**src/rtl/bcd_countdown_timer.sv**
```systemverilog
`default_nettype none
// ============================================================================
// Module   : bcd_countdown_timer
// Purpose  : Four-digit BCD mm:ss countdown timer. Loads a preset, counts
//            down once per tick while running, and halts at 00:00 with done.
// Ports    : clk, reset       - clock, synchronous active-high reset
//            tick             - 1 Hz enable pulse
//            start_pause      - start/pause toggle pulse
//            load             - load-preset pulse
//            preset_min/sec   - BCD preset {tens, ones}, sampled on load
//            q_out0..q_out3   - sec ones, sec tens, min ones, min tens
//            running, done    - state decodes (RUN, DONE)
// Revision : 1.0 - initial release
// ============================================================================
module bcd_countdown_timer #(
  parameter logic [7:0] INIT_MIN = 8'h01,
  parameter logic [7:0] INIT_SEC = 8'h00
) (
  input  logic       clk,
  input  logic       reset,
  input  logic       tick,
  input  logic       start_pause,
  input  logic       load,
  input  logic [7:0] preset_min,
  input  logic [7:0] preset_sec,
  output logic [3:0] q_out0,
  output logic [3:0] q_out1,
  output logic [3:0] q_out2,
  output logic [3:0] q_out3,
  output logic       running,
  output logic       done
);

  typedef enum logic [1:0] {
    IDLE  = 2'd0,
    RUN   = 2'd1,
    PAUSE = 2'd2,
    DONE  = 2'd3
  } state_t;

  state_t     state, state_nxt;
  logic [3:0] d0, d1, d2, d3;
  logic [3:0] d0_nxt, d1_nxt, d2_nxt, d3_nxt;

  // Decremented count and borrow chain
  logic [3:0] dec0, dec1, dec2, dec3;
  logic       b0, b1, b2;
  logic       count_zero, count_one;

  function automatic logic [3:0] clamp(input logic [3:0] v, input logic [3:0] max);
    return (v > max) ? max : v;
  endfunction

  always_comb begin
    b0   = (d0 == 4'd0);
    dec0 = b0 ? 4'd9 : d0 - 4'd1;
    b1   = b0 && (d1 == 4'd0);
    dec1 = b0 ? ((d1 == 4'd0) ? 4'd5 : d1 - 4'd1) : d1;
    b2   = b1 && (d2 == 4'd0);
    dec2 = b1 ? ((d2 == 4'd0) ? 4'd9 : d2 - 4'd1) : d2;
    // Tens of minutes never wraps: a borrow out of it only happens at 00:00,
    // which is never decremented.
    dec3 = b2 ? d3 - 4'd1 : d3;
  end

  assign count_zero = (d3 == 4'd0) && (d2 == 4'd0) && (d1 == 4'd0) && (d0 == 4'd0);
  assign count_one  = (d3 == 4'd0) && (d2 == 4'd0) && (d1 == 4'd0) && (d0 == 4'd1);

  always_comb begin
    state_nxt = state;
    d0_nxt    = d0;
    d1_nxt    = d1;
    d2_nxt    = d2;
    d3_nxt    = d3;
    if (load) begin
      d0_nxt    = clamp(preset_sec[3:0], 4'd9);
      d1_nxt    = clamp(preset_sec[7:4], 4'd5);
      d2_nxt    = clamp(preset_min[3:0], 4'd9);
      d3_nxt    = clamp(preset_min[7:4], 4'd9);
      state_nxt = IDLE;
    end else begin
      case (state)
        IDLE: begin
          if (start_pause) state_nxt = count_zero ? DONE : RUN;
        end
        RUN: begin
          if (start_pause) state_nxt = PAUSE;
          if (tick && !count_zero) begin
            d0_nxt = dec0;
            d1_nxt = dec1;
            d2_nxt = dec2;
            d3_nxt = dec3;
            // Reaching 00:00 wins over a simultaneous pause request.
            if (count_one) state_nxt = DONE;
          end
        end
        PAUSE: begin
          if (start_pause) state_nxt = RUN;
        end
        default: ; // DONE: only load or reset leave it
      endcase
    end
  end

  always_ff @(posedge clk) begin
    if (reset) begin
      state <= IDLE;
      d0    <= INIT_SEC[3:0];
      d1    <= INIT_SEC[7:4];
      d2    <= INIT_MIN[3:0];
      d3    <= INIT_MIN[7:4];
    end else begin
      state <= state_nxt;
      d0    <= d0_nxt;
      d1    <= d1_nxt;
      d2    <= d2_nxt;
      d3    <= d3_nxt;
    end
  end

  assign q_out0  = d0;
  assign q_out1  = d1;
  assign q_out2  = d2;
  assign q_out3  = d3;
  assign running = (state == RUN);
  assign done    = (state == DONE);

endmodule
`default_nettype wire

```
**config.mk**
```make
export PLATFORM = sky130hd
export DESIGN_NAME = bcd_countdown_timer
export DESIGN_NICKNAME = d
export VERILOG_FILES = /design/src/rtl/bcd_countdown_timer.sv
export SDC_FILE = /design/constraint.sdc
export NUM_CORES = 1
export LEC_CHECK = 0
export ABC_CLOCK_PERIOD_IN_PS = 1850
export CAP_MARGIN = 40
export CORE_ASPECT_RATIO = 0.8
export CORE_MARGIN = 5
export CORE_UTILIZATION = 41
export DETAILED_ROUTE_END_ITERATION = 8
export PLACE_DENSITY_LB_ADDON = 0.12
export RECOVER_POWER = 100
export SYNTH_ARGS = -nofsm -noshare
export SYNTH_HDL_FRONTEND = slang
export SYNTH_SLANG_ARGS = --single-unit
```
**constraint.sdc**
```tcl
create_clock -name clk -period 1.85 [get_ports clk]
set_clock_uncertainty 0.05 [all_clocks]
set_input_delay 0.2775 -clock clk [delete_from_list [all_inputs] [get_ports clk]]
set_output_delay 0.2775 -clock clk [all_outputs]
set_load 0.03 [all_outputs]
```
# Yosys cells after proc, flatten, opt, wreduce, memory -nomap -nowiden
# Cells that the tools add are included.
dict set report op_classes {
  add_sub_neg 4
  magnitude_cmp 4
  eq_ne 6
  mux 29
  reduce_logical 25
}
# op count
set ops {}
lappend ops {{$mux 4} 22}
lappend ops {{$logic_not 4->1} 4}
lappend ops {{$sub 4x1->4 const B} 4}
lappend ops {{$gt 4x4->1 const B} 3}
lappend ops {{$mux 2} 6}
lappend ops {{$reduce_and 3->1} 4}
lappend ops {{$reduce_bool 2->1} 5}
lappend ops {{$logic_and 1x1->1} 7}
lappend ops {{$pmux 2 s3} 1}
lappend ops {{$eq 2x2->1 const B} 2}
lappend ops {{$eq 4x1->1 const B} 1}
lappend ops {{$gt 4x3->1 const B} 1}
lappend ops {{$ne 2x2->1 const B} 2}
lappend ops {{$reduce_bool 3->1} 1}
lappend ops {{$eq 2x1->1 const B} 1}
lappend ops {{$logic_not 2->1} 1}
lappend ops {{$reduce_and 2->1} 1}
lappend ops {{$reduce_or 2->1} 1}
lappend ops {{$logic_not 1->1} 1}
dict set report word_totals {
  reg_bits 18
  inputBits 21
  output_inout_bits 18
}

# Logic depth before layout (Yosys ltp)
dict set report depth {
  ltp_word 9
  mapped_depth 6
  ltp_nobuf 6
}

# Least setup slack after synthesis
# Ideal clock, no wire load.
dict set report synth_timing {
  path_type {register -> register}
  start {reg state[0]}
  end {reg d1[2], in the netlist q_out1[2]}
  setup_ps 74
  t_arrival_ps 2112
  required_ps 1726
  setup_slack_ps -386
  stages_incl_launch_ff 6
  n_path_buf 0
  synth_period_minus_slack_ps 2236
  path_cell_list {dfxtp_1 -> ha_1 -> nand4bb_4 -> or4_4 -> or4_1 -> a31oi_1}
}
dict set report synth_via {
  elab_chain_cells 3
}
# element line_no
set synth_lines {}
lappend synth_lines {{start: declaration} 41} ;# state_t state, state_nxt;
lappend synth_lines {{start signal: assignment} 113} ;# state <= state_nxt;
lappend synth_lines {{$eq 2x1->1} -}
lappend synth_lines {{net running} 30} ;# output logic running,
lappend synth_lines {{$reduce_bool 2->1 (no source line)} -}
lappend synth_lines {{$reduce_and 3->1 (no source line)} -}
lappend synth_lines {{end signal: assignment} 109} ;# d1 <= INIT_SEC[7:4];
lappend synth_lines {{end signal: assignment} 115} ;# d1 <= d1_nxt;
lappend synth_lines {{end: declaration} 42} ;# logic [3:0] d0, d1, d2, d3;
# The timed path passes the listed nets, and every way through them passes these cells.
# A chain may end at the register's enable or synchronous reset.

# Worst setup path after layout
dict set report layout_timing {
  start {reg state[1]}
  end {reg d1[2], in the netlist q_out1[2]}
}
dict set report layout_via {
  elab_chain_cells 3
}
# element line_no
set layout_lines {}
lappend layout_lines {{$eq 2x1->1} 82} ;# case (state)
lappend layout_lines {{$reduce_bool 2->1 (no source line)} -}
lappend layout_lines {{$reduce_and 3->1 (no source line)} -}
# Every way passes these cells.

==> results_dict.tcl <==
set metrics [dict create \
    status "finished, final reports clean" \
    maxCapViolations 0 \
    die_h_um 58.9 \
    grt_max_degree 11 \
    die-area_sq_um 4190 \
    drt_iter0_markers 92 \
    worst_pin_slew_ps 363 \
    drc 0 \
    peakVddDrop_uv 519 \
    grt_pass1_vias 1458 \
    rrSetupSlack_ps 50 \
    worstHoldStart "q_out3[0]" \
    syn_area_per_cell_sq_um 8.28 \
    area.growth.synth_to_final_pct 64.1 \
    drt-wirelength-per-cell_um 15.4 \
    core_sq_um 2810 \
    fin_hold_ws_ps 476 \
    reg2reg_from "state[1]" \
    slew_headroom 0.752 \
    synth_ff_type "dfxtp_1" \
    period_minus_slack_ps 1800 \
    hold_viol 0 \
    final_cell_mix "clkdlybuf4s50_1, buf_4, dfxtp_1" \
    syn_area_sq_um 1230 \
    synth_fp_nets 174 \
    htree_levels 1 \
    fmaxAchievable_mhz 554 \
    start_util 0.437 \
    wirelength_mm 3.89 \
    cp-end-kind "register" \
    hold_path_class "register to register" \
    cts-hold-fix-buffers 0 \
    antenna_found_initial 0 \
    first_pass_iters 4 \
    yosys_warnings 0 \
    final-max-slew-violation-count 0 \
    grt_use_total 0.192 \
    crit_path_max_fanout 5 \
    fp.dieW_um 71.1 \
    hpwl_mm 2.93 \
    r2r-end "q_out1[2]" \
    worst_ep_required_time_ps 1990 \
    crit_start "state[1]" \
    synth.distinct_cells 50 \
    path_clk_slew_ps 70 \
    synth-seq-cells 18 \
    cts_root_buf "clkbuf_8" \
    synthCells 148 \
    num_io_pins 39 \
    finalWeightedCongestion 0.927 \
    grt_overflow_total 0 \
    cts_buffers 3 \
    setup_viol 0 \
    cts_tree "yes" \
    criticalPathCategory "register to register" \
    synth.yosys.seq_area_share 0.294 \
    setup.worst_path.end "q_out1[2]" \
    crit_arrival_ps 1940 \
    utilization 0.717 \
    drive_gt1_frac 0.304 \
    vias 1484 \
    reg2regPathDepth 6 \
    p_per_area_nw_per_um2 549 \
    diodes 0 \
    num_rows 17 \
    via_per_inst 5.89 \
    start_kind "register" \
    clock_latency_ps 260 \
    fin_nets 241 \
    cts_buffer_depth 2 \
    rsz0062_at_grt "yes" \
    grt_pass1_wl_mm 6.56 \
    synth_edf_count 0 \
    async_flop_share 0 \
    min_path_cells 2 \
    clock-sinks 18 \
    io_buffers 38 \
    min_period_over_period 0.975 \
    ant_nets 0 \
    mostFrequentLayoutCell "clkdlybuf4s50_1" \
    leakagePower_uw 0.000785 \
]
[routing by layer]
metal  share of wire  global-route usage  vias to the layer above
met3           0.074              0.0683                        3
met2            0.45               0.300                       55
met5               0                   0                        -
met1            0.47               0.247                      718
met4          0.0057              0.0643                        0
li1                -                   -                      708
[logic make-up (layout without fill, tap and decap cells)]
kind of cell,after synthesis,in the layout,synth area share
AOI/OAI and AO/OA,44,44,0.257
adders and majority gates,5,5,0.0510
buffers and inverters,14,80,0.0490
DFF,18,18,0.294
muxes,1,1,0.00816
and+or+nand+nor,66,66,0.341
[how the worst min path moves through the flow]
stage and endpoint:
2_1_floorplan q_out2[1], 3_3_place_gp q_out3[0], 3_5_place_dp q_out3[0], 4_1_cts q_out3[0], 5_1_grt q_out3[0], 6_report q_out3[0]
[sequential cells by signal, indices dropped and copies added (netlist names)]
name and cells:
q_out1 4, q_out3 4, state 2, q_out2 4, q_out0 4
[cell usage after synthesis (2+ instances only)]
cell type | instances | area (sq um)
and4_1 | 2 | 17.5
nand2_1 | 10 | 37.5
inv_1 | 8 | 30.0
a21oi_1 | 9 | 45.0
nor4b_1 | 2 | 17.5
a311oi_1 | 4 | 35.0
or2_2 | 3 | 18.8
o32ai_1 | 2 | 17.5
a211oi_1 | 2 | 15.0
nor4_1 | 3 | 18.8
o31a_1 | 2 | 17.5
or4_1 | 3 | 22.5
o22a_1 | 2 | 17.5
ha_1 | 5 | 62.6
nor2b_1 | 3 | 18.8
a31oi_1 | 2 | 12.5
a2111oi_0 | 2 | 17.5
o211a_1 | 2 | 20.0
nor3_1 | 8 | 40.0
nor2_1 | 10 | 37.5
or3_1 | 2 | 12.5
clkbuf_1 | 4 | 15.0
nand3_1 | 5 | 25.0
dfxtp_1 | 18 | 360
nor3b_1 | 2 | 15.0
nand3b_1 | 2 | 15.0
o21ai_0 | 8 | 40.0
[metrics by stage]
step / instance area (sq um) / power (uW) / std cells / TNS (ps) / setup slack (ps)
after floorplan: 1260 / 603 / 148 / -73.8 / -38.5
after global placement: 1860 / 752 / 244 / -806 / -225
after detailed placement: 1860 / 759 / 244 / -1090 / -284
after CTS: 1920 / 1090 / 249 / 0 / 6.44
after global routing: 2010 / 1150 / 252 / -59.9 / -59.3
final: 2010 / 1100 / 252 / 0 / 46.0
[worst max-delay path, cell delays in order, from the launching register on]
cell and delay (ps):
dfxtp_2 320, inv_2 50, ha_4 170, nand4bb_4 120, or4_4 430, or4_1 470, a31oi_1 130
[what timing repair did]
item                                    4_1_cts  5_1_grt
setup buffers                                 1        3
hold endpoints to repair                      0        0
endpoints found under the setup margin        5        9
gates resized for setup                       4       18
pin swaps                                     4        3
[cell type report]
class	instances	area, sq um
Multi-Input combinational cell	116	906
Fill cell	228	796
Timing Repair Buffer	68	606
Sequential cell	18	368
Clock buffer	4	55.1
Tap cell	38	47.5
Inverter	8	30.0
[power by group]
group	total [uW]	internal, uW	switching, uW
Sequential	440	409	30.4
Clock	328	190	138
Combinational	337	174	163
Total	1100	772	332
Power figures use the tool's default switching activity.
